===== src/rtl/slave_rx_assembler_if.sv =====
// ---------------------------------------------------------------------------
// slave_rx_assembler_if
//
// Purpose: bundles the field-level receive bus (slave RX FSM -> assembler)
// and the assembled-transaction bus (assembler -> consumer) used by
// slave_rx_assembler.
//
// Handshake semantics:
//   Receive side: each i_*_valid presents one field for one cycle. A field
//   is consumed on a rising edge where its valid is high and o_rx_ready is
//   high. Fields presented while o_rx_ready is low are ignored, not held
//   off, so the producer must watch o_rx_ready itself.
//   Transaction side: o_txn_valid stays high with every o_txn_* field
//   stable until a rising edge where i_txn_ready is also high. That edge
//   transfers the transaction. o_txn_valid never depends on i_txn_ready.
//
// Signals:
//   i_cmd/i_cmd_valid             3-bit command (000 rd req, 001 wr req, 010 rd resp)
//   i_addr/i_addr_valid           WORD_SIZE-bit address
//   i_length/i_length_valid       3-bit size code (000=4B ... 101=128B)
//   i_feature1/2, *_valid         6-bit extended-mode feature fields
//   i_data/i_data_valid           one WORD_SIZE-bit data word per valid cycle
//   o_rx_ready                    assembler can take fields
//   o_txn_valid/i_txn_ready       transaction handshake
//   o_txn_cmd/length/addr/feature1/feature2/data/words/err  captured transaction
//
// Modports: master = field producer / transaction consumer side,
//           slave  = the assembler.
// ---------------------------------------------------------------------------
interface slave_rx_assembler_if #(
    parameter int WORD_SIZE = 32,
    parameter int MAX_WORDS = 32
);
    logic [2:0]                     i_cmd;
    logic                           i_cmd_valid;
    logic [WORD_SIZE-1:0]           i_addr;
    logic                           i_addr_valid;
    logic [2:0]                     i_length;
    logic                           i_length_valid;
    logic [5:0]                     i_feature1;
    logic                           i_feature1_valid;
    logic [5:0]                     i_feature2;
    logic                           i_feature2_valid;
    logic [WORD_SIZE-1:0]           i_data;
    logic                           i_data_valid;
    logic                           o_rx_ready;

    logic                           o_txn_valid;
    logic                           i_txn_ready;
    logic [2:0]                     o_txn_cmd;
    logic [2:0]                     o_txn_length;
    logic [WORD_SIZE-1:0]           o_txn_addr;
    logic [5:0]                     o_txn_feature1;
    logic [5:0]                     o_txn_feature2;
    logic [MAX_WORDS*WORD_SIZE-1:0] o_txn_data;
    logic [5:0]                     o_txn_words;
    logic                           o_txn_err;

    modport master (
        output i_cmd, i_cmd_valid, i_addr, i_addr_valid, i_length, i_length_valid,
        output i_feature1, i_feature1_valid, i_feature2, i_feature2_valid,
        output i_data, i_data_valid, i_txn_ready,
        input  o_rx_ready, o_txn_valid, o_txn_cmd, o_txn_length, o_txn_addr,
        input  o_txn_feature1, o_txn_feature2, o_txn_data, o_txn_words, o_txn_err
    );

    modport slave (
        input  i_cmd, i_cmd_valid, i_addr, i_addr_valid, i_length, i_length_valid,
        input  i_feature1, i_feature1_valid, i_feature2, i_feature2_valid,
        input  i_data, i_data_valid, i_txn_ready,
        output o_rx_ready, o_txn_valid, o_txn_cmd, o_txn_length, o_txn_addr,
        output o_txn_feature1, o_txn_feature2, o_txn_data, o_txn_words, o_txn_err
    );
endinterface


===== src/rtl/slave_rx_assembler.sv =====
// ---------------------------------------------------------------------------
// slave_rx_assembler
//
// Purpose: collects the individually-validated fields produced by the slave
// RX FSM (command, address, length, optional features, data words) into one
// transaction. The transaction is held on the output until the consumer
// accepts it. Protocol anomalies (repeated fields, excess data, bad length,
// unknown command, a new command mid-transaction) still complete the
// transaction, with o_txn_err set.
//
// Ports:
//   clk        sole clock, rising edge
//   rst_n      synchronous active-low reset
//   bus        slave_rx_assembler_if.slave (field inputs, o_rx_ready,
//              transaction outputs, i_txn_ready)
//   dbg_state  current FSM state (0 IDLE, 1 COLLECT, 2 HOLD)
//   o_stat_txn_cnt / o_stat_err_cnt  (only with SLAVE_RX_ASSEMBLER_STATS_EN)
//              16-bit wrapping counts of accepted transactions and of
//              accepted transactions carrying err
//
// Configuration macro: SLAVE_RX_ASSEMBLER_STATS_EN enables the statistics
// counters and ports. When it is undefined they are absent.
// ---------------------------------------------------------------------------
module slave_rx_assembler #(
    parameter int WORD_SIZE = 32,
    parameter int MAX_WORDS = 32
) (
    input  logic                 clk,
    input  logic                 rst_n,
    slave_rx_assembler_if.slave  bus,
    output logic [1:0]           dbg_state
`ifdef SLAVE_RX_ASSEMBLER_STATS_EN
    ,
    output logic [15:0]          o_stat_txn_cnt,
    output logic [15:0]          o_stat_err_cnt
`endif
);

    localparam int          IDXW   = (MAX_WORDS > 1) ? $clog2(MAX_WORDS) : 1;
    localparam logic [5:0]  MAX_W6 = 6'(MAX_WORDS);

    typedef enum logic [1:0] {
        ST_IDLE    = 2'd0,
        ST_COLLECT = 2'd1,
        ST_HOLD    = 2'd2
    } state_t;

    state_t               state_q, state_n;

    logic [2:0]           cmd_q, cmd_n;
    logic [2:0]           len_q, len_n;
    logic [WORD_SIZE-1:0] addr_q, addr_n;
    logic [5:0]           f1_q, f1_n;
    logic [5:0]           f2_q, f2_n;
    logic [5:0]           words_q, words_n;
    logic                 err_q, err_n;
    logic                 have_len_q, have_len_n;
    logic                 have_addr_q, have_addr_n;
    logic                 have_f1_q, have_f1_n;
    logic                 have_f2_q, have_f2_n;

    logic [WORD_SIZE-1:0] data_q [MAX_WORDS];
    logic                 data_we;
    logic [IDXW-1:0]      data_idx;

    logic                 capture;
    logic                 complete;
    logic [5:0]           exp_words;

    // Next-state and capture logic. Every capture register gets a "next"
    // value that already includes this cycle's fields, so completion is
    // judged on the post-edge contents and HOLD is entered on the same edge
    // that consumes the last field.
    always_comb begin
        state_n     = state_q;
        cmd_n       = cmd_q;
        len_n       = len_q;
        addr_n      = addr_q;
        f1_n        = f1_q;
        f2_n        = f2_q;
        words_n     = words_q;
        err_n       = err_q;
        have_len_n  = have_len_q;
        have_addr_n = have_addr_q;
        have_f1_n   = have_f1_q;
        have_f2_n   = have_f2_q;
        data_we     = 1'b0;
        data_idx    = '0;
        capture     = 1'b0;
        complete    = 1'b0;
        exp_words   = '0;

        case (state_q)
            ST_IDLE: begin
                // Stray fields without a command are dropped.
                if (bus.i_cmd_valid) begin
                    capture     = 1'b1;
                    cmd_n       = bus.i_cmd;
                    len_n       = '0;
                    addr_n      = '0;
                    f1_n        = '0;
                    f2_n        = '0;
                    words_n     = '0;
                    err_n       = (bus.i_cmd > 3'b010);
                    have_len_n  = 1'b0;
                    have_addr_n = 1'b0;
                    have_f1_n   = 1'b0;
                    have_f2_n   = 1'b0;
                end
            end
            ST_COLLECT: begin
                if (bus.i_cmd_valid) begin
                    // A new command cuts the current transaction short. The
                    // new command and its same-cycle fields are consumed and
                    // lost.
                    err_n   = 1'b1;
                    state_n = ST_HOLD;
                end else begin
                    capture = 1'b1;
                end
            end
            ST_HOLD: begin
                if (bus.i_txn_ready) begin
                    state_n = ST_IDLE;
                end
            end
            default: begin
                state_n = ST_IDLE;
            end
        endcase

        if (capture) begin
            if (bus.i_addr_valid) begin
                if (have_addr_n) err_n = 1'b1;
                addr_n      = bus.i_addr;
                have_addr_n = 1'b1;
            end
            if (bus.i_length_valid) begin
                if (have_len_n || bus.i_length > 3'b101) err_n = 1'b1;
                len_n      = bus.i_length;
                have_len_n = 1'b1;
            end
            if (bus.i_feature1_valid) begin
                if (have_f1_n) err_n = 1'b1;
                f1_n      = bus.i_feature1;
                have_f1_n = 1'b1;
            end
            if (bus.i_feature2_valid) begin
                if (have_f2_n) err_n = 1'b1;
                f2_n      = bus.i_feature2;
                have_f2_n = 1'b1;
            end

            // Only write requests and read responses carry data; a reserved
            // length code carries none.
            if ((cmd_n == 3'b001 || cmd_n == 3'b010) && len_n <= 3'b101) begin
                exp_words = 6'd1 << len_n;
            end

            // Until the length is known, words are stored up to capacity.
            if (bus.i_data_valid) begin
                if (words_n < MAX_W6 && (!have_len_n || words_n < exp_words)) begin
                    data_we  = 1'b1;
                    data_idx = words_n[IDXW-1:0];
                    words_n  = words_n + 6'd1;
                end else begin
                    err_n = 1'b1;
                end
            end

            // Words that turn out to exceed a late-arriving length are
            // dropped by trimming the count back to the expected size.
            if (have_len_n && words_n > exp_words) begin
                words_n = exp_words;
                err_n   = 1'b1;
            end

            // Commands 000/001 need an address; 010 and unknown ones do not.
            complete = have_len_n && (words_n == exp_words) &&
                       (have_addr_n || cmd_n[2:1] != 2'b00);
            state_n  = complete ? ST_HOLD : ST_COLLECT;
        end
    end

    always_ff @(posedge clk) begin
        if (!rst_n) begin
            state_q     <= ST_IDLE;
            cmd_q       <= '0;
            len_q       <= '0;
            addr_q      <= '0;
            f1_q        <= '0;
            f2_q        <= '0;
            words_q     <= '0;
            err_q       <= 1'b0;
            have_len_q  <= 1'b0;
            have_addr_q <= 1'b0;
            have_f1_q   <= 1'b0;
            have_f2_q   <= 1'b0;
        end else begin
            state_q     <= state_n;
            cmd_q       <= cmd_n;
            len_q       <= len_n;
            addr_q      <= addr_n;
            f1_q        <= f1_n;
            f2_q        <= f2_n;
            words_q     <= words_n;
            err_q       <= err_n;
            have_len_q  <= have_len_n;
            have_addr_q <= have_addr_n;
            have_f1_q   <= have_f1_n;
            have_f2_q   <= have_f2_n;
        end
    end

    // The data store is not wiped per transaction. The output mask below
    // hides any word at or above the current count, which is equivalent
    // for every observer and avoids a wide clear path.
    always_ff @(posedge clk) begin
        if (!rst_n) begin
            for (int k = 0; k < MAX_WORDS; k++) begin
                data_q[k] <= '0;
            end
        end else if (data_we) begin
            data_q[data_idx] <= bus.i_data;
        end
    end

    always_comb begin
        bus.o_txn_data = '0;
        for (int k = 0; k < MAX_WORDS; k++) begin
            if (6'(k) < words_q) begin
                bus.o_txn_data[k*WORD_SIZE +: WORD_SIZE] = data_q[k];
            end
        end
    end

    assign bus.o_rx_ready     = (state_q != ST_HOLD);
    assign bus.o_txn_valid    = (state_q == ST_HOLD);
    assign bus.o_txn_cmd      = cmd_q;
    assign bus.o_txn_length   = len_q;
    assign bus.o_txn_addr     = addr_q;
    assign bus.o_txn_feature1 = f1_q;
    assign bus.o_txn_feature2 = f2_q;
    assign bus.o_txn_words    = words_q;
    assign bus.o_txn_err      = err_q;
    assign dbg_state          = state_q;

`ifdef SLAVE_RX_ASSEMBLER_STATS_EN
    logic [15:0] stat_txn_q;
    logic [15:0] stat_err_q;

    always_ff @(posedge clk) begin
        if (!rst_n) begin
            stat_txn_q <= '0;
            stat_err_q <= '0;
        end else if (state_q == ST_HOLD && bus.i_txn_ready) begin
            stat_txn_q <= stat_txn_q + 16'd1;
            if (err_q) stat_err_q <= stat_err_q + 16'd1;
        end
    end

    assign o_stat_txn_cnt = stat_txn_q;
    assign o_stat_err_cnt = stat_err_q;
`endif

endmodule


===== src/flat_wrapper.sv =====
// flat-port wrapper written by rule: the top's interface ports become plain ports
module slave_rx_assembler_flat 
#(
    parameter int WORD_SIZE = 32,
    parameter int MAX_WORDS = 32
)
  (clk, rst_n, dbg_state, bus_i_cmd, bus_i_cmd_valid, bus_i_addr, bus_i_addr_valid, bus_i_length, bus_i_length_valid, bus_i_feature1, bus_i_feature1_valid, bus_i_feature2, bus_i_feature2_valid, bus_i_data, bus_i_data_valid, bus_i_txn_ready, bus_o_rx_ready, bus_o_txn_valid, bus_o_txn_cmd, bus_o_txn_length, bus_o_txn_addr, bus_o_txn_feature1, bus_o_txn_feature2, bus_o_txn_data, bus_o_txn_words, bus_o_txn_err);
  slave_rx_assembler_if #(.WORD_SIZE(WORD_SIZE), .MAX_WORDS(MAX_WORDS)) bus_i ();
  input  logic clk;
  input  logic rst_n;
  output logic [1:0] dbg_state;
  input wire logic [$bits(bus_i.i_cmd)-1:0] bus_i_cmd;
  input wire logic [$bits(bus_i.i_cmd_valid)-1:0] bus_i_cmd_valid;
  input wire logic [$bits(bus_i.i_addr)-1:0] bus_i_addr;
  input wire logic [$bits(bus_i.i_addr_valid)-1:0] bus_i_addr_valid;
  input wire logic [$bits(bus_i.i_length)-1:0] bus_i_length;
  input wire logic [$bits(bus_i.i_length_valid)-1:0] bus_i_length_valid;
  input wire logic [$bits(bus_i.i_feature1)-1:0] bus_i_feature1;
  input wire logic [$bits(bus_i.i_feature1_valid)-1:0] bus_i_feature1_valid;
  input wire logic [$bits(bus_i.i_feature2)-1:0] bus_i_feature2;
  input wire logic [$bits(bus_i.i_feature2_valid)-1:0] bus_i_feature2_valid;
  input wire logic [$bits(bus_i.i_data)-1:0] bus_i_data;
  input wire logic [$bits(bus_i.i_data_valid)-1:0] bus_i_data_valid;
  input wire logic [$bits(bus_i.i_txn_ready)-1:0] bus_i_txn_ready;
  output wire logic [$bits(bus_i.o_rx_ready)-1:0] bus_o_rx_ready;
  output wire logic [$bits(bus_i.o_txn_valid)-1:0] bus_o_txn_valid;
  output wire logic [$bits(bus_i.o_txn_cmd)-1:0] bus_o_txn_cmd;
  output wire logic [$bits(bus_i.o_txn_length)-1:0] bus_o_txn_length;
  output wire logic [$bits(bus_i.o_txn_addr)-1:0] bus_o_txn_addr;
  output wire logic [$bits(bus_i.o_txn_feature1)-1:0] bus_o_txn_feature1;
  output wire logic [$bits(bus_i.o_txn_feature2)-1:0] bus_o_txn_feature2;
  output wire logic [$bits(bus_i.o_txn_data)-1:0] bus_o_txn_data;
  output wire logic [$bits(bus_i.o_txn_words)-1:0] bus_o_txn_words;
  output wire logic [$bits(bus_i.o_txn_err)-1:0] bus_o_txn_err;
  assign bus_i.i_cmd = bus_i_cmd;
  assign bus_i.i_cmd_valid = bus_i_cmd_valid;
  assign bus_i.i_addr = bus_i_addr;
  assign bus_i.i_addr_valid = bus_i_addr_valid;
  assign bus_i.i_length = bus_i_length;
  assign bus_i.i_length_valid = bus_i_length_valid;
  assign bus_i.i_feature1 = bus_i_feature1;
  assign bus_i.i_feature1_valid = bus_i_feature1_valid;
  assign bus_i.i_feature2 = bus_i_feature2;
  assign bus_i.i_feature2_valid = bus_i_feature2_valid;
  assign bus_i.i_data = bus_i_data;
  assign bus_i.i_data_valid = bus_i_data_valid;
  assign bus_i.i_txn_ready = bus_i_txn_ready;
  assign bus_o_rx_ready = bus_i.o_rx_ready;
  assign bus_o_txn_valid = bus_i.o_txn_valid;
  assign bus_o_txn_cmd = bus_i.o_txn_cmd;
  assign bus_o_txn_length = bus_i.o_txn_length;
  assign bus_o_txn_addr = bus_i.o_txn_addr;
  assign bus_o_txn_feature1 = bus_i.o_txn_feature1;
  assign bus_o_txn_feature2 = bus_i.o_txn_feature2;
  assign bus_o_txn_data = bus_i.o_txn_data;
  assign bus_o_txn_words = bus_i.o_txn_words;
  assign bus_o_txn_err = bus_i.o_txn_err;
  slave_rx_assembler #(.WORD_SIZE(WORD_SIZE), .MAX_WORDS(MAX_WORDS)) u_core (.clk(clk), .rst_n(rst_n), .bus(bus_i), .dbg_state(dbg_state));
endmodule

===== config.mk =====
export PLATFORM = sky130hd
export DESIGN_NAME = slave_rx_assembler_flat
export DESIGN_NICKNAME = d
export VERILOG_FILES = /design/src/rtl/slave_rx_assembler_if.sv /design/src/rtl/slave_rx_assembler.sv /design/src/flat_wrapper.sv
export SDC_FILE = /design/constraint.sdc
export NUM_CORES = 2
export LEC_CHECK = 0
export ABC_AREA = 1
export BUFFER_PORTS_ARGS = -buffer_cell sky130_fd_sc_hd__buf_2
export CAP_MARGIN = 20
export CORE_AREA = 8 8 455 457
export CTS_CLUSTER_DIAMETER = 60
export CTS_CLUSTER_SIZE = 24
export DETAILED_ROUTE_END_ITERATION = 7
export DIE_AREA = 0 0 463 465
export PLACE_DENSITY = 0.41
export SLEW_MARGIN = 20
export SYNTH_ARGS = -nofsm -noshare
export SYNTH_HDL_FRONTEND = slang
export SYNTH_SLANG_ARGS = --single-unit

===== constraint.sdc =====
create_clock -name clk -period 12 [get_ports clk]
set_clock_uncertainty 0.2 [all_clocks]
set_input_delay 1.8 -clock clk [delete_from_list [all_inputs] [get_ports clk]]
set_output_delay 1.8 -clock clk [all_outputs]
set_load 0.02 [all_outputs]

# Word-level counts from Yosys, hierarchy flattened

Memory sizes are Yosys's and may differ from the RTL's.
Index checks and enable logic that the tools add are counted.
Widths: inputs -> output; s select.

Memories: 1
RAM bits: 1024
Logic and storage cells: 192
Flip-flop bits (word level): 63
Output and inout port bits: 1085
Bits of input ports: 91

Memory list:

| name          | depth | width | rd ports | clocked after Yosys merged registers in | write ports | RTL line                 | source |
|---|---|---|---|---|---|---|---|
| u_core.data_q | 32    | 32    | 32       | 0                                       | 32          | slave_rx_assembler.sv:62 | `logic [WORD_SIZE-1:0] data_q [MAX_WORDS];` |

Equal/unequal tests: 9
$add $sub $neg: 1
Shift-type cells: 1
Order comparisons: 38
Muxes and demuxes: 116
Reductions and logical operators: 14

Operators by type and width:

| kind                | number |
|---|---|
| $mux 32             | 37 |
| $mux 6              | 18 |
| $lt 5x6->1 const A  | 16 |
| $lt 4x6->1 const A  | 8 |
| $mux 1              | 43 |
| $reduce_or 32->1    | 1 |
| $lt 3x6->1 const A  | 4 |
| $mux 3              | 7 |
| $mux 5              | 4 |
| $lt 1x6->1 const A  | 2 |
| $lt 2x6->1 const A  | 2 |
| $mux 2              | 4 |
| $add 6x1->6 const B | 1 |
| $eq 6x6->1          | 1 |
| $gt 6x6->1          | 1 |
| $lt 6x6->1          | 1 |
| $lt 6x6->1 const B  | 1 |
| $ne 3x2->1 const B  | 2 |
| $pmux 2 s3          | 1 |
| $shl 1x3->6 const A | 1 |
| $logic_and 1x1->1   | 5 |
| $logic_or 1x1->1    | 4 |
| $pmux 1 s2          | 2 |
| $eq 3x1->1 const B  | 1 |
| 12 further kinds    | 12 |

# Depth between registers and ports, before layout

Word-level depth: 23
Gate-level depth with buffers: 39
Depth with buffers taken out: 38

# Least setup slack after synthesis

No wires, ideal clock.

Kind: input-to-reg
From: input port bus_i_cmd_valid
To: register u_core.state_q[1] (netlist: u_core.dbg_state[1])
Path buffers: 3
Data required time: 11743 ps
Slack: 5679 ps
Stages: 34
Library setup time: 57 ps
Arrival: 6064 ps
Cells stage by stage: buf_2 -> nand2_2 -> buf_4 -> a21oi_4 -> inv_1 -> nor2_1 -> inv_1 -> nor3_1 -> inv_1 -> ha_1 -> nand2_1 -> nor2_1 -> a211oi_1 -> nand2_1 -> nand2_2 -> nand3_1 -> nand2_1 -> nand2_1 -> nand2_1 -> inv_1 -> ha_1 -> nand2_1 -> or2_2 -> o211a_1 -> nor3_1 -> inv_1 -> clkbuf_1 -> nand3_1 -> nand3_1 -> nor2_1 -> nand4_1 -> nand3_1 -> nand2_1 -> inv_1

Cells in the longest elaborated chain, start to end: 23
Elaborated cells between the ends (all ways): 51
Those cells by class: add/sub: 1; order compare: 4; eq/ne: 6; shift: 1; mux: 28; reduce/logical: 11

RTL lines:

| what                            | RTL line                  | source |
|---|---|---|
| start: declaration              | flat_wrapper.sv:13        | `input wire logic [$bits(bus_i.i_cmd_valid)-1:0] bus_i_cmd_valid;` |
| $mux 3                          | slave_rx_assembler.sv:96  | `if (bus.i_cmd_valid) begin` |
| $mux 3                          | slave_rx_assembler.sv:93  | `case (state_q)` |
| $mux 3                          | slave_rx_assembler.sv:138 | `if (bus.i_length_valid) begin` |
| $mux 3                          | slave_rx_assembler.sv:132 | `if (capture) begin` |
| $le 3x3->1                      | slave_rx_assembler.sv:156 | `if ((cmd_n == 3'b001 \|\| cmd_n == 3'b010) && len_n <= 3'b101) begin` |
| $logic_and 1x1->1               | slave_rx_assembler.sv:156 |  |
| $mux 6                          | slave_rx_assembler.sv:156 |  |
| $mux 6                          | slave_rx_assembler.sv:132 |  |
| (+6 left out)                   | -                         |  |
| $gt 6x6->1                      | slave_rx_assembler.sv:173 | `if (have_len_n && words_n > exp_words) begin` |
| $logic_and 1x1->1               | slave_rx_assembler.sv:173 |  |
| $mux 6                          | slave_rx_assembler.sv:173 |  |
| $mux 6                          | slave_rx_assembler.sv:132 |  |
| $eq 6x6->1                      | slave_rx_assembler.sv:179 | `complete = have_len_n && (words_n == exp_words) &&` |
| $logic_and 1x1->1 (2 in series) | slave_rx_assembler.sv:179 |  |
| $mux 2                          | slave_rx_assembler.sv:181 | `state_n = complete ? ST_HOLD : ST_COLLECT;` |
| $mux 2                          | slave_rx_assembler.sv:132 |  |
| end signal: assignment          | slave_rx_assembler.sv:200 | `state_q <= state_n;` |
| end: declaration                | slave_rx_assembler.sv:48  | `state_t state_q, state_n;` |

Parallel ways exist; a longest one is shown, timed or not. The select of a mux whose other input is x is not followed.
A chain may end at the register's enable or synchronous reset.

==> summary.md <==
| Metric | Value |
|---|---|
| Outcome | complete, no violations |
| FF+latch count, synth | 1087 |
| Required @ worst endpoint | 12.15 ns |
| Compound-Gate Fraction of Synth Area | under 10% |
| Maximum VDD drop | 0.155 mV |
| Period utilization | 63.0% |
| Hold slack | 0.270 ns |
| Synth Area in XOR/XNOR | 0.0184% |
| Leading cell types by count after synthesis | 1965 x nor2_1, 1128 x inv_1, 1024 x edfxtp_1, 322 x nand2_1, 253 x clkbuf_1 |
| Fin area | between 60000 and 70000 um2 |
| Post-synthesis mux area share | 0% |
| Synth area leader | edfxtp_1 |
| Max-slew violation count | 0 |
| Ys async rst share | 0% |
| Power, Total | ~13000 uW |
| Post-DRT Antenna Nets | 0 |
| CTS buffer count | 113 |
| H-tree Lvls | 3 |
| Hold WC Path Type | reg2reg |
| Rel. slew slack | 28.3% |
| Clock sinks | ~1100 |
| Clock slew at reported path FFs | 0.06 ns |
| Slew of the pin with the lowest slew margin | ~1.1 ns |
| Synth top area cells | edfxtp_1 65%, nor2_1 16%, inv_1 8.9%, dfxtp_1 2.7%, nand2_1 2.5% |
| Post-DR vias/cell | 4.30 |
| Power per Cell Area | 212 nW/um2 |
| Detailed placer's ending HPWL | 163 mm |
| GRT Overall Usage | 20.7% |
| GP Congestion | roughly 0.86 |
| Cell count after synthesis | about 5000 |
| Starting Density | 23.7% |
| Crit Path Class | in2reg |
| Rows | 165 |
| Nets | approximately 6200 |
| Setup crit end kind | flop |
| Layout cell share with drive strength beyond 1 | 25.5% |
| Layout fillers | 21600 |
| Critical Path AT | 7.70 ns |
| I/O pin count | 1176 |
| # DRC | 0 |
| Largest family of logic cells by synthesized area | simple AND/OR/NAND/NOR gates |
| Root Driver | clkbuf_16 |
| Post-CTS sizing | 0 |
| Post-place instance area | 56600 um2 |
| Initial antenna violation count | 27 |
| Syn_area_per_cell | 9.41 um2 |
| Clock buffer depth | 3 |
| Flip-flop and latch area | 32000 um2 |
| Ys Warns | 0 |
| WL final | 234 mm |
| Core ar. | 200000 um2 |
| Area Overhead vs Synth | 27.8% |
| Synthesized-area fraction occupied by adder cells | 0.343% |
| Leakage | roughly 0.03 uW |
| Count leader, synth | nor2_1 |
| Synth top area share | about two thirds |
| First-pass GRT wire length | ~320 mm |
| Multi-input gate area | 10300 um2 |
| RSZ-0062 raised after global routing | no |
| Sequential share of the synthesized area | 67.4% |
| Number of max-cap violations | 0 |
| R2R Setup Slk | ~5 ns |
| Port Buffer Count | between 1000 and 1500 |
| DR pass1 iterations | 7 |
| Die H | 465 um |
| Worst Setup Start Kind | input pin |
| Synthesized cell area | 47500 um2 |
| Fin util | a little under a third |
| Post-synthesis cell type count | 37 |
| Endpoints failing setup | 0 |
| Die Span X | between 400 and 500 um |
| Die ar. | between 200000 and 250000 um2 |
| Largest net degree at the start of global routing | 60 |
| EDFF count, synth | slightly above 1000 |
| CP Max Fanout | 59 |
| Via count | 38300 |
| Post-CTS Setup Inserts | 0 |
| Tmin final | ~7.6 ns |
| Top_reg_cell synth | edfxtp_1 |
| Setup_tns | 0 ns |
| CTS tree | done |
| Clock latency at the later pin of the worst-skew pair | roughly 0.76 ns |
| Simple-gate share of the synthesized area | about a fifth |
| Endpoints failing hold | 0 |
| Vias in the first global route | approximately 38000 |
| Fmax | 132 MHz |
| CTS Hold Bufs | 0 |
| Grt ovf | 0 |
| Iter 0 DRT Violations | 3634 |
| Mapped Nets | 5150 |
| Avg WL per Cell | ~26 um |
==> state kept, by name, summed over array words and instances, names as in the netlist, 2 cells and up <==
register / cells
u_core.data_q: 1024
u_core.bus.o_txn_length: 3
u_core.bus.o_txn_words: 6
u_core.bus.o_txn_cmd: 3
u_core.bus.o_txn_addr: 32
u_core.bus.o_txn_feature2: 6
u_core.bus.o_txn_feature1: 6
u_core.dbg_state: 2
==> final timing paths <==
path / startpoint / endpoint / cells past startpoint
min reg2reg: u_core.have_f2_q / u_core.have_f2_q / 2
max reg2reg: u_core.dbg_state[0] / u_core.data_q[14][1] / 24
max: bus_i_cmd_valid / u_core.data_q[14][1] / 24
min: u_core.have_f2_q / u_core.have_f2_q / 2
==> report_power, final <==
group / internal (uW) / switching (uW) / leakage [uW]
Clock: 1980 / 1790 / 0.00190
Sequential: 4320 / 84.7 / 0.0111
Combinational: 1050 / 3670 / 0.0167
Total: 7340 / 5540 / 0.0296
==> through the flow <==
step                      cells  setup WS, ns
after detailed placement   8672          3.65
after global routing       8893          3.87
after CTS                  8887          4.48
final                      8897          4.44
after global placement     8666          3.27
after floorplan            5046          5.68
==> placed cells by master, fill, tap and decap left out, drive strengths merged <==
cell,Yosys,routed
a211oi,3,3
o211a,1,1
nand3,39,39
ha,13,13
nand3b,2,2
o21ai,55,55
dfxtp,63,63
nor2,1966,1966
a21oi,68,68
clkinv,3,44
a221oi,1,1
edfxtp,1024,1024
o221ai,1,1
o22ai,1,1
clkinvlp,0,9
o31ai,1,1
a31oi,4,4
o211ai,6,6
xor2,1,1
or2,3,3
buf,66,1276
clkbuf,253,125
nand4,9,9
inv,1128,1162
diode,0,7
a21boi,1,1
nand2,324,324
bufinv,0,6
nor3,6,6
nor4,4,4
==> layer usage <==
metal	track usage, %	routed length (um)	vias up	part of all wire, %
met5	0	23	-	0.0098
met4	5.92	7450	4	3.2
met3	5.24	18100	266	7.7
met2	34.7	110000	1612	47
met1	26.6	98000	19100	42
li1	-	-	17300	-
==> area by class of cell <==
type / instances / share of cell area [%]
tap: 2672 / 5.51
multi-input combinational: 2509 / 17.0
inverter: 1131 / 7.00
timing repair buffer: 1276 / 11.2
sequential: 1087 / 52.8
clock inverter: 90 / 1.65
clock buffer: 125 / 4.82
antenna: 7 / 0.0289
==> worst max-delay path: stages <==
cell and delay [ns]:
buf_2 0.15, nand2_2 0.08, buf_4 0.54, nand2_1 0.12
nand2_1 0.16, nand3_1 0.10, nand2_1 0.22, inv_1 0.07
nor3_1 0.30, inv_1 0.16, ha_1 0.32, nand2_1 0.10
nor2_1 0.05, a211oi_1 0.18, nand2_1 0.13, nand2_2 0.13
nand3_2 0.11, nor2_1 0.16, inv_1 0.18, nor2_1 0.12
inv_1 0.10, nor3_4 0.70, nand2_2 0.72, nand2_2 0.97
==> cells by family after synthesis <==
| kind of cell | count (synthesis) |
|---|---|
| simple gates | 2353 |
| buf+inv | 1450 |
| flops | 1087 |
| compound gates | 142 |
| fa+ha+maj | 13 |
| xor+xnor | 1 |
No activity file was read; power rests on OpenSTA's default activity.
